==> src/rtl/pcpu_pkg.sv <==
// Shared processor types: architectural register view and register-dump streamer definitions.
package pcpu;

  // Field order follows x0..x31, so zero lands in the most significant word.
  typedef struct packed {
    logic [31:0] zero, ra, sp, gp, tp, t0, t1, t2;
    logic [31:0] s0, s1, a0, a1, a2, a3, a4, a5;
    logic [31:0] a6, a7, s2, s3, s4, s5, s6, s7;
    logic [31:0] s8, s9, s10, s11, t3, t4, t5, t6;
  } RV32_Regs_t;

  typedef enum logic [1:0] {
    IDLE = 2'd0,
    SEND = 2'd1,
    CSUM = 2'd2,
    DONE = 2'd3
  } reg_dump_state_t;

  localparam logic [5:0] REG_DUMP_CSUM_IDX = 6'd32;

endpackage

==> src/rtl/regs_struct_to_array.sv <==
// Pure wiring: lays the named register struct out as an array indexed by register number.
module regs_struct_to_array
  import pcpu::*;
(
  input  RV32_Regs_t  regs_i,
  output logic [31:0] arr_o [32]
);

  assign arr_o[0]  = regs_i.zero;
  assign arr_o[1]  = regs_i.ra;
  assign arr_o[2]  = regs_i.sp;
  assign arr_o[3]  = regs_i.gp;
  assign arr_o[4]  = regs_i.tp;
  assign arr_o[5]  = regs_i.t0;
  assign arr_o[6]  = regs_i.t1;
  assign arr_o[7]  = regs_i.t2;
  assign arr_o[8]  = regs_i.s0;
  assign arr_o[9]  = regs_i.s1;
  assign arr_o[10] = regs_i.a0;
  assign arr_o[11] = regs_i.a1;
  assign arr_o[12] = regs_i.a2;
  assign arr_o[13] = regs_i.a3;
  assign arr_o[14] = regs_i.a4;
  assign arr_o[15] = regs_i.a5;
  assign arr_o[16] = regs_i.a6;
  assign arr_o[17] = regs_i.a7;
  assign arr_o[18] = regs_i.s2;
  assign arr_o[19] = regs_i.s3;
  assign arr_o[20] = regs_i.s4;
  assign arr_o[21] = regs_i.s5;
  assign arr_o[22] = regs_i.s6;
  assign arr_o[23] = regs_i.s7;
  assign arr_o[24] = regs_i.s8;
  assign arr_o[25] = regs_i.s9;
  assign arr_o[26] = regs_i.s10;
  assign arr_o[27] = regs_i.s11;
  assign arr_o[28] = regs_i.t3;
  assign arr_o[29] = regs_i.t4;
  assign arr_o[30] = regs_i.t5;
  assign arr_o[31] = regs_i.t6;

endmodule

==> src/rtl/reg_dump_streamer.sv <==
// Snapshots the register file on start and streams x0..x31 (plus optional XOR checksum) over valid/ready.
// Define REG_DUMP_SKIP_ZERO_EN to drop zero-valued registers from the stream (checksum word always sent).
module reg_dump_streamer
  import pcpu::*;
#(
  parameter int INCLUDE_CHECKSUM = 1
) (
  input  logic        clk,
  input  logic        rst,
  input  RV32_Regs_t  regs_in,
  input  logic        start,
  output logic        busy,
  output logic        out_valid,
  input  logic        out_ready,
  output logic [5:0]  out_idx,
  output logic [31:0] out_data,
  output logic        out_last,
  output logic        done
);

`ifdef REG_DUMP_SKIP_ZERO_EN
  // Skipping can remove register 31, so the checksum word must carry out_last.
  localparam bit CSUM_EN = 1'b1 | (INCLUDE_CHECKSUM != 0);
`else
  localparam bit CSUM_EN = (INCLUDE_CHECKSUM != 0);
`endif

  reg_dump_state_t state_q, state_d;
  logic [5:0]      idx_q, idx_d;
  logic [31:0]     csum_q, csum_d;
  logic [31:0]     snap_q [32];
  logic [31:0]     live_arr [32];
  logic [31:0]     cur_word;
  logic            snap_we;
  logic            advance;

  regs_struct_to_array u_map (
    .regs_i (regs_in),
    .arr_o  (live_arr)
  );

  assign cur_word = snap_q[idx_q[4:0]];

  always_ff @(posedge clk or posedge rst) begin
    if (rst) begin
      state_q <= IDLE;
      idx_q   <= '0;
      csum_q  <= '0;
    end else begin
      state_q <= state_d;
      idx_q   <= idx_d;
      csum_q  <= csum_d;
    end
  end

  always_ff @(posedge clk or posedge rst) begin
    if (rst) begin
      for (int i = 0; i < 32; i++) snap_q[i] <= '0;
    end else if (snap_we) begin
      snap_q <= live_arr;
    end
  end

  // Outputs depend only on state and registered data, never on out_ready.
  always_comb begin
    state_d   = state_q;
    idx_d     = idx_q;
    csum_d    = csum_q;
    snap_we   = 1'b0;
    advance   = 1'b0;
    busy      = 1'b1;
    out_valid = 1'b0;
    out_idx   = '0;
    out_data  = '0;
    out_last  = 1'b0;
    done      = 1'b0;

    case (state_q)
      IDLE: begin
        busy = 1'b0;
        if (start) begin
          snap_we = 1'b1;
          idx_d   = '0;
          csum_d  = '0;
          state_d = SEND;
        end
      end

      SEND: begin
        out_idx  = idx_q;
        out_data = cur_word;
        out_last = !CSUM_EN && (idx_q == 6'd31);
`ifdef REG_DUMP_SKIP_ZERO_EN
        if (cur_word == '0) begin
          advance = 1'b1;
        end else begin
          out_valid = 1'b1;
          if (out_ready) begin
            csum_d  = csum_q ^ cur_word;
            advance = 1'b1;
          end
        end
`else
        out_valid = 1'b1;
        if (out_ready) begin
          csum_d  = csum_q ^ cur_word;
          advance = 1'b1;
        end
`endif
        if (advance) begin
          idx_d = idx_q + 6'd1;
          if (idx_q == 6'd31) state_d = CSUM_EN ? CSUM : DONE;
        end
      end

      CSUM: begin
        out_valid = 1'b1;
        out_idx   = REG_DUMP_CSUM_IDX;
        out_data  = csum_q;
        out_last  = 1'b1;
        if (out_ready) state_d = DONE;
      end

      DONE: begin
        done    = 1'b1;
        state_d = IDLE;
      end

      default: state_d = IDLE;
    endcase
  end

endmodule
==> config.mk <==
export PLATFORM = sky130hd
export DESIGN_NAME = reg_dump_streamer
export DESIGN_NICKNAME = d
export VERILOG_FILES = /design/src/rtl/pcpu_pkg.sv /design/src/rtl/regs_struct_to_array.sv /design/src/rtl/reg_dump_streamer.sv
export SDC_FILE = /design/constraint.sdc
export NUM_CORES = 2
export LEC_CHECK = 0
export BUFFER_PORTS_ARGS = -buffer_cell sky130_fd_sc_hd__clkbuf_2
export CORE_AREA = 2 2 418 420
export CTS_CLUSTER_SIZE = 10
export DETAILED_ROUTE_END_ITERATION = 10
export DIE_AREA = 0 0 420 422
export PLACE_DENSITY = 0.57
export SYNTH_ARGS = -nofsm -noshare
export SYNTH_HDL_FRONTEND = slang
export SYNTH_SLANG_ARGS = --single-unit
==> constraint.sdc <==
create_clock -name clk -period 77.3 [get_ports clk]
set_input_delay 3.865 -clock clk [delete_from_list [all_inputs] [get_ports clk]]
set_output_delay 3.865 -clock clk [all_outputs]
set_load 0.02 [all_outputs]
### After elaboration in Yosys (flattened, before gate mapping)

Index checks and enable logic that the tools add are counted.

* bits in registers: 1064
* input bits: 1028
* logic and storage cells: 78

* $add $sub $neg: 1
* magnitude comparators: 1
* equal/unequal tests: 9
* muxes and demuxes: 24
* bitwise gates (word level): 2
* reduce and logical (&&, ||, !) cells: 6

Operators by type and width (number)
* $bmux 32 s5: 1
* $mux 32: 4
* $pmux 32 s2: 2
* $xor 32x32->32: 1
* $pmux 6 s2: 2
* $mux 6: 2
* $ne 2x2->1 const B: 5
* $mux 1: 8
* $mux 2: 4
* $pmux 2 s4: 1
* $add 6x1->6 const B: 1
* $eq 6x5->1 const B: 1
* $ge 6x6->1 const B: 1
* $not 5->6: 1
* $reduce_and 3->1: 2
* $eq 2x2->1 const B: 2
* $reduce_and 4->1: 1
* $eq 2x1->1 const B: 1
* $logic_not 2->1: 1
* $reduce_bool 2->1: 1
* $reduce_or 2->1: 1

### Longest topological paths before layout

* depth after elaboration: 7
* mapped depth: 9
* depth with buffers taken out: 7

### By module

From an unflattened synthesis, not the netlist that was laid out.

* cells, all modules: 4216
* area total of the unflattened synthesis: 57044.7 um2

By module, submodules not included
* reg_dump_streamer: instances 1, cells each 3192, area an instance 49357.3 um2, sequential area each 26625.5 um2
* regs_struct_to_array: instances 1, cells each 1024, area an instance 7687.4 um2, sequential area each 0.0 um2

### Worst setup path after synthesis

No wires, ideal clock.

* path type: reg-to-output
* start point: reg idx_q[0]
* end point: out out_data[0]
* arrival time: 2.054 ns
* data required time: 73.435 ns
* path slack: 71.381 ns
* stages on the path, launching flop included: 10
* cell sequence: dfrtp_1 buf_6 buf_6 buf_6 buf_6 mux2_1 a221oi_1 nand3_1 a32oi_1 nor2b_1

* word-level cells in the longest chain between the ends: 5

RTL lines
* start: declaration: line reg_dump_streamer.sv:29 `logic [5:0] idx_q, idx_d;`
* start signal: assignment: line reg_dump_streamer.sv:51 `idx_q <= idx_d;`
* $not 5->6 (not written as such): line reg_dump_streamer.sv:42 `assign cur_word = snap_q[idx_q[4:0]];`
* $bmux 32 s5: line reg_dump_streamer.sv:42
* $mux 32 (not written as such) (2 in a row): line reg_dump_streamer.sv:42
* $pmux 32 s2: line reg_dump_streamer.sv:78 `case (state_q)`
* end: declaration: line reg_dump_streamer.sv:16 `output logic [31:0] out_data,`

No other way between the ends. The select of a mux whose other input is x is not followed.

### Worst setup path in the final report

* start point: reg idx_q[0]
* end point: out out_data[29]

Same word-level chain as after synthesis.

==> qor.txt <==
multiplexer share of the synthesized area: 35.7%
Die H: 422 um
Power Dens Cells: 44.0 mW/mm^2
Initial Util: 27.9%
area of the multi-input gates: 0.0205 mm^2
CTS H-tree depth: 4
antenna violations before repair: 68
CP Max Fanout: 48
Final Non-Filler Cells: 6579
Fillers: 17101
clk sinks: 1064
drt total wl: 195 mm
fin. max-slew vios: 0
Yosys top cell by area: dfrtp_1
Critical Path, Cell by Cell: buf_4 > buf_4 > buf_4 > buf_4 > mux4_2 > a22oi_1 > nand3_1 > a32oi_1 > nor2b_1 > clkbuf_2
initial DRC count: 2480
Area after DPL: 0.0559 mm^2
share of the synthesized area in the top cell type: 55.2%
Root Driver: clkbuf_16
Flop pwr share: 39.6%
area share of and/or/nand/nor cells after synthesis: 1.91%
worst vdd ir: 0.0202 mV
pre-CTS setup slack: 67.95 ns
P_int: 1.72 mW
Tightest Pin Transition: 1.36 ns
run status: complete, no violations
CTS resizes: 0
total nets after synthesis: 4164
IO Pins: 1070
layout cells sized above 1: 61.4%
global-route wire length before repair: 266 mm
Fin. Hold Viols: 0
CP startpoint kind: register
Clk pin slew, worst setup/hold paths: 0.06 ns
residual DRC count: 0
normalized max-slew margin: 9.36%
Clock Latency Late Sink: 0.80 ns
Fmax: 100 MHz
Area growth syn-to-layout: 24.4%
Post-Syn Area: 0.0483 mm^2
hold buffers post-CTS: 0
cts bufs inserted: 133
Core Region: 0.173 mm^2
xor/xnor cell area share of the yosys netlist: 0.0726%
vias in the first global route: 33487
Arrival @ worst endpoint: 6.14 ns
switching pwr: 0.918 mW
max cap viols: 0
vias per inst: 5.01
largest family of logic cells by synthesized area: multiplexers
RSZ-0062 raised after global routing: no
post-detail-place hpwl: 148 mm
worst hold path type: register to register
yosys synthesis warning count: 0
most frequent CP cell: buf_4
drt pass-1 iters: 5
port bufs: 1069
Seq/Total Area, Yosys: 55.2%
placed cells: 6335
total power: 2.64 mW
combinational share of power: 38.1%
synthesized-area fraction occupied by adder cells: 0.130%
Mapped Cells: 3131
Worst path max stage delay: 0.83 ns
Compound-Gate Fraction of Synth Area: 4.62%
postcts setup bufs: 0
Register Area: 0.0266 mm^2
Worst EP required: 73.44 ns
row cnt: 153
clk_skew: 0.0349 ns
period utilization: 12.9%
DR vias: 32976
total gr overflow: 0
Leak: 26.3 nW
final core utilization: 34.7%
Setup violations, final: 0
sw frac: 34.7%
WL per Instance: 29.6 um
Final ANT Viol Nets: 0
clock network fraction of design power: 22.3%
Max stage delay cell, worst path: dfrtp_4
FF+latch count, synth: 1064
largest net degree at the start of global routing: 184
Die Area: 0.177 mm^2
Die Span X: 420 um
Worst Setup Slack, final: 67.30 ns
Distinct cells, synth: 37
Final Cell Area: 0.0600 mm^2
Setup crit end kind: output pin
CTS tree: built
GPL Wtd Cong: 0.898
Nets: 5178
setup TNS: 0 ns
Syn Area/Cell: 15.4 um^2
min Tclk post-route: 10.00 ns
CTS Buffer Depth: 3
total track usage: 21.5%
WS Path Type: register to output pin
Hold WS: 0.498 ns
Synth area leaders: dfrtp_1 55%, mux2_2 25%, mux4_2 9.0%
## worst paths after layout
path	startpoint	endpoint	slack (ns)	depth (start not counted)
worst max-delay path	idx_q[0]$_DFFE_PP0P_	out_data[29]	67.30	10
worst min-delay path	snap_q[573]$_DFFE_PP0P_	snap_q[573]$_DFFE_PP0P_	0.50	1
worst max register to register	state_q[0]$_DFFE_PP0P_	snap_q[158]$_DFFE_PP0P_	71.33	9
worst min register to register	snap_q[573]$_DFFE_PP0P_	snap_q[573]$_DFFE_PP0P_	0.50	1
max in group asynchronous	rst	snap_q[126]$_DFFE_PP0P_	71.09	5
min in group asynchronous	rst	snap_q[436]$_DFFE_PP0P_	3.21	2
## cells in the mapped netlist
| cell | number |
|---|---|
| buf_4 | 12 |
| a211oi_1 | 2 |
| or3b_1 | 1 |
| nand3_1 | 34 |
| buf_1 | 8 |
| or2_2 | 1 |
| dfrtp_1 | 1064 |
| mux2i_1 | 64 |
| a221oi_1 | 32 |
| mux4_2 | 192 |
| a21oi_1 | 4 |
| a22oi_1 | 32 |
| and3_1 | 7 |
| o21ai_0 | 3 |
| mux2_4 | 2 |
| xor2_1 | 4 |
| nor3b_1 | 1 |
| mux2_2 | 1082 |
| nor2_1 | 39 |
| a211o_1 | 32 |
| and2_1 | 1 |
| or3_1 | 1 |
| nand2_1 | 72 |
| a22o_1 | 32 |
| nand4_1 | 3 |
| nor2b_1 | 37 |
| buf_2 | 58 |
| a32oi_1 | 32 |
| a31oi_1 | 32 |
| mux2_1 | 4 |
| buf_6 | 14 |
| inv_1 | 6 |
| ha_1 | 5 |
| nor3_1 | 1 |
| a41o_1 | 32 |
| clkbuf_1 | 151 |
| o221ai_1 | 34 |
## flip-flops by register name, summed over array words and instances (netlist names)
signal and flops:
snap_q 1024, idx_q 6, csum_q 32, state_q 2
## placed cells by master, fill, tap and decap left out, types with 7 or more instances in the layout
master     count
a31oi_1       32
clkbuf_2    1069
diode_2       48
mux2i_1       64
a22oi_1       32
a32oi_1       32
o221ai_1      34
nand2_1       71
clkbuf_1      28
clkbuf_8       9
a22o_1        32
a211o_1       32
nor2_1        38
nor2b_1       35
nand3_1       34
a221oi_1      32
a41o_1        32
buf_4         47
clkbuf_16    135
dfrtp_1     1061
mux2_2      1082
mux4_2       192
and3_1         7
## worst max-delay path, delay by kind of cell, from the launching register on
family	cells	cell delay (ns)
AOI/OAI and AO/OA	2	0.86
buffers and inverters	5	2.66
DFF	1	0.83
muxes	1	0.55
and+or+nand+nor	2	0.34
## power by group through the flow
stage,logic (mW),registers (mW),clock network [mW]
after floorplan,0.763,0.947,0
after global placement,0.995,1.04,0
after detailed placement,1.01,1.04,0
after CTS,1.02,1.04,0.605
after global routing,1.08,1.07,0.627
final,1.01,1.05,0.589
## layout make-up
cell class / instances / area share (%)
Tap cell: 2325 / 4.85
Inverter: 6 / 0.0500
Clock inverter: 24 / 0.629
Clock buffer: 172 / 6.01
Timing Repair Buffer: 1122 / 9.70
Antenna cell: 48 / 0.200
Multi-Input combinational cell: 1818 / 34.2
Sequential cell: 1064 / 44.4
## cell families after synthesis
group                    after synthesis
multiplexers                        1344
flip-flops                          1064
AO/OA/AOI/OAI                        267
buffers and inverters                249
AND/OR/NAND/NOR                      198
adder cells (fa/ha/maj)                5
XOR/XNOR                               4
## metal layers
layer	part of all wire [%]	GRT usage (%)	up-vias
met5	0.071	0	-
met4	3.7	9.24	24
met3	6.4	4.94	273
met2	47	33.1	1175
met1	43	29.0	17593
li1	-	-	13911
Power figures use the tool's default switching activity.
